==> config.mk <==
export PLATFORM = sky130hd
export DESIGN_NAME = uart_frame_tx
export DESIGN_NICKNAME = d
export VERILOG_FILES = /design/src/rtl/uart_frame_tx.sv
export SDC_FILE = /design/constraint.sdc
export NUM_CORES = 1
export LEC_CHECK = 0
export CAP_MARGIN = 10
export CORE_MARGIN = 1
export CORE_UTILIZATION = 50
export DETAILED_ROUTE_END_ITERATION = 6
export HOLD_SLACK_MARGIN = 0.06
export PLACE_DENSITY = 0.75
export SETUP_SLACK_MARGIN = 0.15
export SLEW_MARGIN = 25
export SYNTH_ARGS = -nofsm -noshare
export SYNTH_HDL_FRONTEND = slang
export SYNTH_SLANG_ARGS = --single-unit
==> constraint.sdc <==
create_clock -name clk -period 3.3 [get_ports clk]
set_input_delay 0.495 -clock clk [delete_from_list [all_inputs] [get_ports clk]]
set_output_delay 0.495 -clock clk [all_outputs]
set_load 0.005 [all_outputs]
==> src/rtl/uart_frame_tx.sv <==
// Multi-byte UART transmitter: sends 1..MAX_BYTES bytes of a latched word, LSB byte first,
// as back-to-back 8N1/8E1/8O1 frames with one or two stop bits.
module uart_frame_tx #(
  parameter int unsigned TICK_DIV      = 54,
  parameter int unsigned TICKS_PER_BIT = 4,
  parameter int unsigned MAX_BYTES     = 4,
  parameter int unsigned CNT_W         = 3
) (
  input  logic                   clk,
  input  logic                   rst,
  input  logic                   start,
  input  logic                   stop_tx,
  input  logic [CNT_W-1:0]       num_bytes,
  input  logic [8*MAX_BYTES-1:0] tx_data,
  input  logic                   parity_en,
  input  logic                   parity_odd,
  input  logic                   two_stop,
  output logic                   tx,
  output logic                   ready,
  output logic                   busy,
  output logic                   done,
  output logic                   aborted,
  output logic [CNT_W-1:0]       byte_idx
);

  localparam int unsigned TW = (TICK_DIV > 1) ? $clog2(TICK_DIV) : 1;
  localparam int unsigned SW = (TICKS_PER_BIT > 1) ? $clog2(TICKS_PER_BIT) : 1;
  localparam logic [TW-1:0]    TICK_MAX = TW'(TICK_DIV - 1);
  localparam logic [SW-1:0]    SUB_MAX  = SW'(TICKS_PER_BIT - 1);
  localparam logic [CNT_W-1:0] MAX_CNT  = CNT_W'(MAX_BYTES);

  typedef enum logic [2:0] {IDLE, START, DATA, PARITY, STOP} state_t;

  state_t                 state, state_n;
  logic [TW-1:0]          tick, tick_n;
  logic [SW-1:0]          sub, sub_n;
  logic [2:0]             bit_cnt, bit_cnt_n;
  logic [8*MAX_BYTES-1:0] word, word_n;
  logic [CNT_W-1:0]       n_bytes, n_bytes_n;
  logic                   par_en_q, par_en_n;
  logic                   par_odd_q, par_odd_n;
  logic                   two_stop_q, two_stop_n;
  logic                   tx_n, ready_n, busy_n, done_n, aborted_n;
  logic [CNT_W-1:0]       byte_idx_n;

  logic                   bit_end;
  logic                   more;
  logic [2:0]             nxt_bit;
  logic [7:0]             cur_byte;

  // The current byte always sits in the low 8 bits; the word shifts down per byte.
  assign cur_byte = word[7:0];
  assign more     = (byte_idx + CNT_W'(1)) < n_bytes;
  assign nxt_bit  = bit_cnt + 3'd1;

  always_ff @(posedge clk or posedge rst) begin
    if (rst) begin
      state      <= IDLE;
      tick       <= '0;
      sub        <= '0;
      bit_cnt    <= '0;
      word       <= '0;
      n_bytes    <= '0;
      par_en_q   <= 1'b0;
      par_odd_q  <= 1'b0;
      two_stop_q <= 1'b0;
      tx         <= 1'b1;
      ready      <= 1'b0;
      busy       <= 1'b0;
      done       <= 1'b0;
      aborted    <= 1'b0;
      byte_idx   <= '0;
    end else begin
      state      <= state_n;
      tick       <= tick_n;
      sub        <= sub_n;
      bit_cnt    <= bit_cnt_n;
      word       <= word_n;
      n_bytes    <= n_bytes_n;
      par_en_q   <= par_en_n;
      par_odd_q  <= par_odd_n;
      two_stop_q <= two_stop_n;
      tx         <= tx_n;
      ready      <= ready_n;
      busy       <= busy_n;
      done       <= done_n;
      aborted    <= aborted_n;
      byte_idx   <= byte_idx_n;
    end
  end

  always_comb begin
    state_n    = state;
    tick_n     = tick;
    sub_n      = sub;
    bit_cnt_n  = bit_cnt;
    word_n     = word;
    n_bytes_n  = n_bytes;
    par_en_n   = par_en_q;
    par_odd_n  = par_odd_q;
    two_stop_n = two_stop_q;
    tx_n       = tx;
    busy_n     = busy;
    byte_idx_n = byte_idx;
    done_n     = 1'b0;
    aborted_n  = 1'b0;
    bit_end    = 1'b0;

    // Free-running bit timer; the wrap edge is the bit boundary, so the output register
    // changes exactly every TICK_DIV*TICKS_PER_BIT clocks.
    if (state != IDLE) begin
      bit_end = (tick == '0) && (sub == '0);
      if (tick == '0) begin
        tick_n = TICK_MAX;
        sub_n  = (sub == '0) ? SUB_MAX : sub - SW'(1);
      end else begin
        tick_n = tick - TW'(1);
      end
    end

    case (state)
      IDLE: begin
        tx_n       = 1'b1;
        busy_n     = 1'b0;
        byte_idx_n = '0;
        tick_n     = '0;
        sub_n      = '0;
        if (start && ready && (num_bytes != '0) && (num_bytes <= MAX_CNT)) begin
          state_n    = START;
          tx_n       = 1'b0;
          busy_n     = 1'b1;
          tick_n     = TICK_MAX;
          sub_n      = SUB_MAX;
          word_n     = tx_data;
          n_bytes_n  = num_bytes;
          par_en_n   = parity_en;
          par_odd_n  = parity_odd;
          two_stop_n = two_stop;
        end
      end
      START: begin
        if (bit_end) begin
          state_n   = DATA;
          bit_cnt_n = '0;
          tx_n      = cur_byte[0];
        end
      end
      DATA: begin
        if (bit_end) begin
          if (bit_cnt == 3'd7) begin
            bit_cnt_n = '0;
            if (par_en_q) begin
              state_n = PARITY;
              tx_n    = (^cur_byte) ^ par_odd_q;
            end else begin
              state_n = STOP;
              tx_n    = 1'b1;
            end
          end else begin
            bit_cnt_n = nxt_bit;
            tx_n      = cur_byte[nxt_bit];
          end
        end
      end
      PARITY: begin
        if (bit_end) begin
          state_n   = STOP;
          bit_cnt_n = '0;
          tx_n      = 1'b1;
        end
      end
      STOP: begin
        if (bit_end) begin
          if (two_stop_q && (bit_cnt == '0)) begin
            bit_cnt_n = 3'd1;
          end else if (more && !stop_tx) begin
            state_n    = START;
            tx_n       = 1'b0;
            byte_idx_n = byte_idx + CNT_W'(1);
            word_n     = word >> 8;
          end else begin
            state_n    = IDLE;
            tx_n       = 1'b1;
            busy_n     = 1'b0;
            byte_idx_n = '0;
            tick_n     = '0;
            sub_n      = '0;
            done_n     = 1'b1;
            aborted_n  = more;
          end
        end
      end
      default: begin
        state_n = IDLE;
        tx_n    = 1'b1;
        busy_n  = 1'b0;
      end
    endcase

    ready_n = (state_n == IDLE) && !stop_tx;
  end

endmodule

# ---- After elaboration in Yosys (flattened, before gate mapping)
# Index checks and enable logic that the tools add are counted.
# Widths: inputs -> output; s select.
dict set report totals {
  reg_bits 60
  in_bits 42
  elab_cells 130
}
dict set report op_classes {
  addsub 4
  order_cmp 3
  n_eq_ne 15
  muxes 65
  bitwise 2
  reduce_logical 26
}
# operator n
set op_table {}
lappend op_table {{$mux 32} 4}
lappend op_table {{$pmux 32 s2} 1}
lappend op_table {{$mux 3} 16}
lappend op_table {{$mux 6} 6}
lappend op_table {{$mux 1} 23}
lappend op_table {{$ne 2x2->1 const B} 9}
lappend op_table {{$pmux 3 s5} 1}
lappend op_table {{$reduce_and 5->1} 3}
lappend op_table {{$mux 2} 7}
lappend op_table {{$pmux 6 s2} 1}
lappend op_table {{$logic_not 3->1} 3}
lappend op_table {{$pmux 3 s3} 1}
lappend op_table {{$reduce_bool 3->1} 3}
lappend op_table {{$reduce_xor 8->1} 1}
lappend op_table {{$logic_and 1x1->1} 7}
lappend op_table {{$add 3x1->3 const B} 2}
lappend op_table {{$eq 3x2->1 const B} 2}
lappend op_table {{$eq 3x3->1 const B} 2}
lappend op_table {{$logic_not 6->1} 1}
lappend op_table {{$pmux 3 s2} 1}
lappend op_table {{$sub 6x1->6 const B} 1}
lappend op_table {{$pmux 1 s5} 1}
lappend op_table {{$lt 3x4->1 const B} 1}
lappend op_table {{$pmux 2 s2} 1}
lappend op_table {{other kinds (17)} 17}

# ---- Depth between registers and ports, before layout
# Gate-level depths: netlist (run 1).
dict set report depth {
  word_depth 9
  ltp_mapped 10
}

# ---- Worst setup path before layout (run 1)
# Ideal clock, no wire load.
dict set report synth_timing {
  path_kind {register -> register}
  start {register byte_idx[0]}
  end {register word[0]}
  setup_time_ps 130
  arrival_ps 2314
  t_required_ps 3170
  path_slack_ps 857
  stages_incl_launch_ff 10
  synth_period_minus_slack_ps 2443
  cell_sequence {dfrtp_1 > ha_1 > xor2_1 > ha_1 > and2_1 > a2111oi_0 > o211a_1 > buf_4 > buf_2 > a31oi_1}
}
dict set report synth_via {
  elab_chain_len 5
}
# item line_no
set synth_lines {}
lappend synth_lines {{from (decl)} 23} ;# output logic [CNT_W-1:0] byte_idx
lappend synth_lines {{from (signal assigned)} 88} ;# byte_idx <= byte_idx_n;
lappend synth_lines {{$add 3x1->3} 53} ;# assign more = (byte_idx + CNT_W'(1)) < n_bytes;
lappend synth_lines {{$lt 3x3->1} 53}
lappend synth_lines {{$logic_and 1x1->1} 176} ;# end else if (more && !stop_tx) begin
lappend synth_lines {{$ne 2x2->1 (no source line)} --}
lappend synth_lines {{$reduce_and 5->1 (no source line)} --}
lappend synth_lines {{to (signal assigned)} 78} ;# word <= word_n;
lappend synth_lines {{to (decl)} 38} ;# logic [8*MAX_BYTES-1:0] word, word_n;
# Every way passes these cells.
# A chain may end at the register's enable or synchronous reset.

# ---- Final worst setup path (run 1)
# Same ends and word-level chain as after synthesis.

==> reports/results.md, run 1 <==
| Step | Item | Reported |
|:---|:---|:---|
| synthesis | Average footprint of a synthesized cell | 9.13 µm² |
| critical path | Worst path cell trace | ha_1 > xor2_1 > ha_1 > and2_1 > a2111oi_0 > o211a_1 > buf_12 > nor2_1 > a31oi_1 |
| floorplan | Site Rows | 28 |
| synthesis | Yosys synthesis warning count | 0 |
| routing | DRC viols | 0 |
| critical path | Capturing element type of the critical path | register |
| cells and area | Proportion of layout cells with a drive suffix above 1 | 10.1% |
| timing | Worst rel slew slack | 40.5% |
| critical path | Critical path's top delay family | compound AO/OA/AOI/OAI gates |
| synthesis | Number of unique standard cell types used by synthesis | 53 |
| cells and area | Fillcell total | 509 |
| cells and area | Finished layout cell area | 3960 µm² |
| synthesis | Post-synthesis cell area | 3210 µm² |
| timing | Top achievable clock speed | 371 MHz |
| critical path | Type of origin of the critical path | register |
| synthesis | Area fraction of the dominant cell type after synthesis | 46.1% |
| synthesis | Most instantiated flip-flop cell in the synthesis netlist | sky130_fd_sc_hd__dfrtp_1 |
| clock tree | Clock tree from TritonCTS | yes |
| synthesis | Count of state elements after synthesis | 60 |
| placement | Cell Area, Placed | 3760 µm² |
| grt | Number of global-route vias before repair | 2599 |
| grt | Met2 track demand over resource | 37.2% |
| placement | Post-DP HPWL | 4790 µm |
| critical path | Critical setup path kind | reg2reg |
| timing | Slew at the pin with the worst max-slew slack | 887 ps |
| floorplan | Number of placed I/O pins | 50 |
| floorplan | Floorplan die area | 6740 µm² |
| cells and area | Area delta synth->final | 23.6% |
| placement | Setup WS pre-CTS | 646 ps |
| critical path | Buffering stage count on the worst path with inverters included | 1 |
| routing | Initial DRC count | 203 |
| routing | Final wirelength | 6910 µm |
| timing | Final Hold Vio Count | 0 |
| cells and area | Antenna Diode Count | 0 |
| timing | Period minus WS final | 2700 ps |
| floorplan | Die Y-Extent | 82.1 µm |
| routing | Length of the first detailed-routing pass in iterations | 4 |
| synthesis | Top post-synthesis cells by area | sky130_fd_sc_hd__dfrtp_1, sky130_fd_sc_hd__nand2_1, sky130_fd_sc_hd__a31oi_1, sky130_fd_sc_hd__nor2_1, sky130_fd_sc_hd__ha_1 |
| routing | Total vias in the final route | 2657 |
| synthesis | Post-Synthesis Cells | 351 |
| clock tree | Maximum level of the CTS H-tree | 3 |
| clock tree | Cells resized by post-CTS repair | 0 |
| job | Reported max-cap violation count | 0 |
| clock tree | Maximum clock path buffer count | 2 |
| critical path | Longest individual stage delay on the worst path | 560 ps |
| clock tree | Count of hold buffers inserted by post-cts repair | 0 |
| critical path | Cell with the biggest individual delay on the critical path | sky130_fd_sc_hd__a2111oi_0 |
| cells and area | Post-layout net count | 450 |
| critical path | Required time at the endpoint of the critical path | 3560 ps |
| routing | Per-cell routed wire length | 14.4 µm |
| floorplan | Die width | 82.1 µm |
| grt | Layer with the highest usage after global routing | met2 |
| grt | Grt total ovfl | 0 |
| critical path | Biggest fanout along the worst timing path | 64 |
| clock tree | Clock Tree Root | sky130_fd_sc_hd__clkbuf_8 |
| outcome | Outcome | finished clean |
| timing | Number of max-slew violations in the final report | 0 |
| cells and area | Share of the core filled with cells | 65.4% |
| synthesis | Sequential fraction of the synthesis area | 46.9% |
| floorplan | Starting density of the core | 52.9% |
| routing | Ratio of routed vias to standard cells | 5.55 |
| timing | Setup-failing EPs final | 0 |
| timing | Worst Setup Slack, final | 605 ps |
| power | PwrDens | 867 nW/µm² |
| synthesis | Syn Nets | 402 |
| synthesis | Count of flip-flops with a built-in enable after synthesis | 0 |
| clock tree | CTS sink cnt | 60 |
| grt | Grt met1 use | 31.1% |
| clock tree | Clock-pin transition on the worst setup and hold timing paths | 70 ps |
| power | Leakage power summed over all cells | 0.00175 µW |
| worst hold path | Worst min-delay path class | in2async |
| floorplan | Total core area | 6060 µm² |
| grt | Global-route wire length before repair | 11800 µm |
| timing | Fin Setup TNS | 0 ps |
| routing | Post-route antenna net violation count | 0 |
| clock tree | Post-CTS setup buffers | 0 |
| timing | Setup Skew | 9.07 ps |
| timing | Ratio of final minimum period to clock period | 81.7% |
| synthesis | Fraction of synthesis flops using an asynchronous set or reset pin | 100% |
| clock tree | Number of buffers created by CTS | 9 |
| power | Worst voltage drop across the vdd grid | 449 µV |
| synthesis | Cell type with the highest aggregate area in the netlist | sky130_fd_sc_hd__dfrtp_1 |
| placement | Number of I/O port buffers | 49 |
| clock tree | Clock network latency to the later pin of the worst-skew pair | 350 ps |
| grt | Met3 global-route usage | 6.00% |
| critical path | CP Data Arrival Time | 2950 ps |
| grt | Maximum number of pins on one net before global-route repair | 65 |
| placement | RD Place Congestion | 0.859 |
| critical path | Most frequent CP cell | sky130_fd_sc_hd__ha_1 |
| grt | Global-route usage over all layers | 23.7% |
| timing | RSZ-0062 raised after global routing | no |
| grt | Initial antenna violation count | 0 |
metal layers:
layer	up-vias	share of wire [%]
met1	1260	45
met5	-	0
met2	68	49
met3	10	4.1
li1	1319	-
met4	0	1.8
cell type report:
cell class / instances / area [µm²] / share of cell area, %
clock inverter: 4 / 47.5 / 1.20
multi-input combinational: 252 / 1530 / 38.7
sequential: 60 / 1500 / 37.9
clock buffer: 12 / 155 / 3.92
tap: 75 / 93.8 / 2.37
inverter: 20 / 75.1 / 1.89
timing repair buffer: 56 / 556 / 14.0
where the power goes:
part           internal (µW)  total, µW  switching [µW]  leakage, µW
combinational            715       1430             717     0.000912
clock                    387        677             289     0.000102
sequential              1070       1320             260     0.000732
layout by cell type, fill, tap and decap left out, types with 3 or more instances in the layout:
cell,netlist,layout
sky130_fd_sc_hd__clkbuf_8,0,11
sky130_fd_sc_hd__nor3_1,5,4
sky130_fd_sc_hd__mux2_2,8,8
sky130_fd_sc_hd__nor2_1,36,36
sky130_fd_sc_hd__and2_1,3,3
sky130_fd_sc_hd__o211ai_1,3,3
sky130_fd_sc_hd__clkdlybuf4s50_1,0,49
sky130_fd_sc_hd__xnor2_1,4,4
sky130_fd_sc_hd__inv_1,20,19
sky130_fd_sc_hd__xor2_1,3,3
sky130_fd_sc_hd__buf_4,2,6
sky130_fd_sc_hd__a211oi_1,4,4
sky130_fd_sc_hd__nand3_1,12,12
sky130_fd_sc_hd__nor4_1,5,5
sky130_fd_sc_hd__a21oi_1,8,8
sky130_fd_sc_hd__o21ai_0,21,21
sky130_fd_sc_hd__dfrtp_1,59,59
sky130_fd_sc_hd__nand2b_1,3,3
sky130_fd_sc_hd__ha_1,9,9
sky130_fd_sc_hd__nand2_1,63,63
sky130_fd_sc_hd__a31oi_1,26,26
path summary, 6_finish.rpt:
check                             from    endpoint  slack, ps  depth (start not counted)
setup / recovery           byte_idx[0]     word[0]        600                          9
hold / removal                     rst        done        500                          3
setup reg to reg           byte_idx[0]     word[0]        600                          9
hold reg to reg             n_bytes[2]  n_bytes[2]        510                          1
max in group asynchronous          rst          tx       2340                          3
min in group clk            n_bytes[2]  n_bytes[2]        510                          1
cells by family (layout without fill, tap and decap cells):
group                      count (synthesis)  in the layout  share of synthesized area, %
muxes                                     12             12                          4.84
adders and majority gates                  9              9                          3.51
AOI/OAI and AO/OA                         80             80                          16.6
DFF                                       60             60                          46.9
xor gates and xnor gates                   8              8                          2.62
buffers and inverters                     39             92                          5.46
and+or+nand+nor                          143            143                          20.1
through the flow:
| stage | total power [µW] | hold slack (ps) | std cells |
|---|---|---|---|
| 5_1_grt | 3700 | 534 | 479 |
| 3_5_place_dp | 2760 | 499 | 463 |
| 4_1_cts | 3460 | 496 | 479 |
| 2_1_floorplan | 2400 | 472 | 351 |
| 3_3_place_gp | 2700 | 488 | 463 |
| 6_report | 3430 | 497 | 479 |
synth_stat cells (8+ instances only):
master / number
sky130_fd_sc_hd__nor2_1: 36
sky130_fd_sc_hd__nand2_1: 63
sky130_fd_sc_hd__dfrtp_1: 59
sky130_fd_sc_hd__nand3_1: 12
sky130_fd_sc_hd__inv_1: 20
sky130_fd_sc_hd__clkbuf_1: 10
sky130_fd_sc_hd__mux2_2: 8
sky130_fd_sc_hd__o21ai_0: 21
sky130_fd_sc_hd__a31oi_1: 26
sky130_fd_sc_hd__a21oi_1: 8
sky130_fd_sc_hd__ha_1: 9
flip-flops by register name, summed over array words and instances, names as in the netlist:
name	count
word	32
n_bytes	3
state	3
par_odd_q	1
done	1
two_stop_q	1
busy	1
byte_idx	3
tx	1
aborted	1
bit_cnt	3
par_en_q	1
tick	6
sub	2
ready	1
tightest hold or removal path, stage by stage:
cell                              delay (ps)
sky130_fd_sc_hd__clkdlybuf4s50_1         410
sky130_fd_sc_hd__inv_2                    60
sky130_fd_sc_hd__buf_4                   270
(Power assumes the default switching activity.)
==> inputs of run 2 (changes only) <==
- CORE_UTILIZATION: 50 -> 49
- PLACE_DENSITY: 0.75 -> 0.77
- clock period: 3.3 -> 2.44 ns (I/O delays scaled with it)
==> reports/results.md, run 2 (synthesis results as in run 1) <==
| Step | Item | Reported | vs previous |
|:---|:---|:---|:---|
| clock tree | Clock network latency to the later pin of the worst-skew pair | 350 ps | about the same |
| grt | Global-route wire length before repair | 13300 µm | +12% |
| critical path | Biggest fanout along the worst timing path | 8 | -88% |
| critical path | Required time at the endpoint of the critical path | 2710 ps | -850 ps |
| routing | Met3 Wirelength | 316 µm | +11% |
| routing | Top layer in use | met4 |  |
| routing | Ratio of routed vias to standard cells | 5.80 | +4.5% |
| routing | Met2 wire length | 4360 µm | +28% |
| grt | Initial antenna violation count | 0 | unchanged |
| floorplan | Number of placed I/O pins | 50 | unchanged |
| clock tree | Clock tree from TritonCTS | yes |  |
| routing | DRC viols | 0 | unchanged |
| clock tree | Number of buffers created by CTS | 9 | unchanged |
| power | Worst voltage drop across the vdd grid | 683 µV | +52% |
| critical path | Cell with the biggest individual delay on the critical path | sky130_fd_sc_hd__dfrtp_1 |  |
| cells and area | Fillcell total | 446 | -12% |
| cells and area | Most frequent cells in the layout | sky130_fd_sc_hd__nand2_1, sky130_fd_sc_hd__dfrtp_1, sky130_fd_sc_hd__clkdlybuf4s50_1 |  |
| clock tree | CTS sink cnt | 60 | unchanged |
| critical path | Worst path cell trace | ha_2 > xor2_1 > ha_1 > and2_4 > a2111oi_4 > o211a_4 > buf_12 > clkbuf_16 > nor2_1 > a31oi_1 |  |
| timing | Setup Skew | 12.5 ps | +3.39 ps |
| cells and area | Commonest non-fill, non-tap cell in the layout | sky130_fd_sc_hd__nand2_1 |  |
| timing | Period minus WS final | 2420 ps | -273 ps |
| clock tree | Maximum clock path buffer count | 2 | unchanged |
| placement | Post-DP HPWL | 4980 µm | +3.9% |
| placement | Number of I/O port buffers | 49 | unchanged |
| routing | Final wirelength | 8550 µm | +24% |
| floorplan | Die Y-Extent | 82.9 µm | +0.99% |
| timing | Worst hold margin | 309 ps | -188 ps |
| timing | Slew at the pin with the worst max-slew slack | 455 ps | -432 ps |
| critical path | Longest individual stage delay on the worst path | 390 ps | -170 ps |
| cells and area | Area delta synth->final | 38.0% |  |
| timing | Number of max-slew violations in the final report | 0 | unchanged |
| grt | Grt total ovfl | 0 | unchanged |
| grt | Number of global-route vias before repair | 2877 | +11% |
| cells and area | Largest register by flop count | word |  |
| routing | Total vias in the final route | 2905 | +9.3% |
| job | Reported max-cap violation count | 0 | unchanged |
| cells and area | Antenna Diode Count | 0 | unchanged |
| cells and area | Final non-filler cell total | 501 | +4.6% |
| worst hold path | Worst min-delay path class | in2async |  |
| floorplan | Site Rows | 29 | +3.6% |
| critical path | CP Data Arrival Time | 2690 ps | -260 ps |
| routing | Post-route antenna net violation count | 0 | unchanged |
| power | PwrDens | 1160 nW/µm² | +34% |
| power | Leakage power summed over all cells | 0.00190 µW | +8.7% |
| timing | Top achievable clock speed | 413 MHz | +11% |
| power | Final Power | 5150 µW | +50% |
| floorplan | Floorplan die area | 6870 µm² | +2.0% |
| routing | Length of the first detailed-routing pass in iterations | 5 | +1 |
| floorplan | Total core area | 6350 µm² | +4.8% |
| critical path | Capturing element type of the critical path | register |  |
| placement | Number of cells in the design after placement | 473 | +2.2% |
| timing | Worst rel slew slack | 69.5% | +29 points |
| floorplan | Starting density of the core | 50.5% | -2.4 points |
| routing | Metal1 wirelength | 3620 µm | +17% |
| timing | Setup-failing EPs final | 0 | unchanged |
| timing | Final Hold Vio Count | 0 | unchanged |
| clock tree | Maximum level of the CTS H-tree | 3 | unchanged |
| routing | Per-cell routed wire length | 17.1 µm | +18% |
| timing | RSZ-0062 raised after global routing | yes |  |
| cells and area | Proportion of layout cells with a drive suffix above 1 | 21.0% | +11 points |
| grt | Global-route usage over all layers | 24.3% | +0.60 points |
| cells and area | Regs by FF count | word x32, tick x6 |  |
| outcome | Outcome | finished clean |  |
| critical path | Buffering stage count on the worst path with inverters included | 2 | +1 |
| timing | Ratio of final minimum period to clock period | 99.3% | +18 points |
| floorplan | Die width | 82.9 µm | +0.99% |
| cells and area | Largest register FFs | 32 | unchanged |
| clock tree | Clock-pin transition on the worst setup and hold timing paths | 80 ps | about the same |
| routing | Initial DRC count | 200 | -1.5% |
| grt | Maximum number of pins on one net before global-route repair | 47 | -28% |
| critical path | Critical setup path kind | reg2reg |  |
| placement | RD Place Congestion | 0.860 | +0.15% |
| critical path | Type of origin of the critical path | register |  |
| critical path | Critical path's top delay family | compound AO/OA/AOI/OAI gates |  |
| cells and area | Share of the core filled with cells | 69.7% | +4.3 points |
| clock tree | Clock Tree Root | sky130_fd_sc_hd__clkbuf_8 |  |
| cells and area | Post-layout net count | 470 | +4.4% |
[run 2: changes by cell type in the layout (fill, tap and decap cells not counted), sizes merged]
cell	change
inv	+2
clkinv	-1
clkinvlp	+2
buf	+17
[run 2: where the power goes]
part	internal (µW)	switching (µW)
registers	1440	376
logic	1230	1180
clock network	476	444
[run 2: cell type report]
type | instances | area (µm²) | share of cell area, %
clock inverter | 7 | 75.1 | 1.70
tap | 77 | 96.3 | 2.18
multi-input combinational | 252 | 1690 | 38.2
inverter | 20 | 75.1 | 1.70
timing repair buffer | 76 | 860 | 19.4
clock buffer | 9 | 124 | 2.80
sequential | 60 | 1500 | 34.0
[run 2: layer usage]
metal	vias up	GRT usage, %
met5	-	0
met4	0	13.6
met3	23	4.17
met2	85	39.4
met1	1434	31.0
li1	1363	-
[run 2: per-stage QoR]
step / TNS (ps) / worst slack [ps] / cell area (µm²)
final: 0 / 17.5 / 4420
after global routing: -427 / -86.5 / 4420
after CTS: 0 / 111 / 4220
after detailed placement: -117 / -40.6 / 3860
after global placement: 0 / 71.0 / 3860
after floorplan: 0 / 180 / 3230
[run 2: path summary, 6_finish.rpt]
| check | slack (ps) | cells after the start | from | end |
|---|---|---|---|---|
| max in group asynchronous | 1530 | 3 | rst | tx |
| min in group clk | 510 | 1 | n_bytes[0] | n_bytes[0] |
| max reg2reg | 20 | 10 | byte_idx[0] | word[10] |
| max | 20 | 10 | byte_idx[0] | word[10] |
| min reg2reg | 510 | 1 | n_bytes[0] | n_bytes[0] |
| min | 310 | 2 | rst | byte_idx[2] |
[run 2: timing repair]
action | in CTS | in global routing
buffers inserted | 3 | 3
hold buffers | 0 | 0
resized for setup | 11 | 35
pin swaps | 4 | 6
setup endpoints to repair | 33 | 38
cloned | 3 | 3
==> inputs of run 3 (changes only) <==
- CTS_CLUSTER_DIAMETER: default -> 50
- SLEW_MARGIN: 25 -> 20
==> results of run 3 <==
No change in the layout: final DEF, timing and power equal those of run 2.
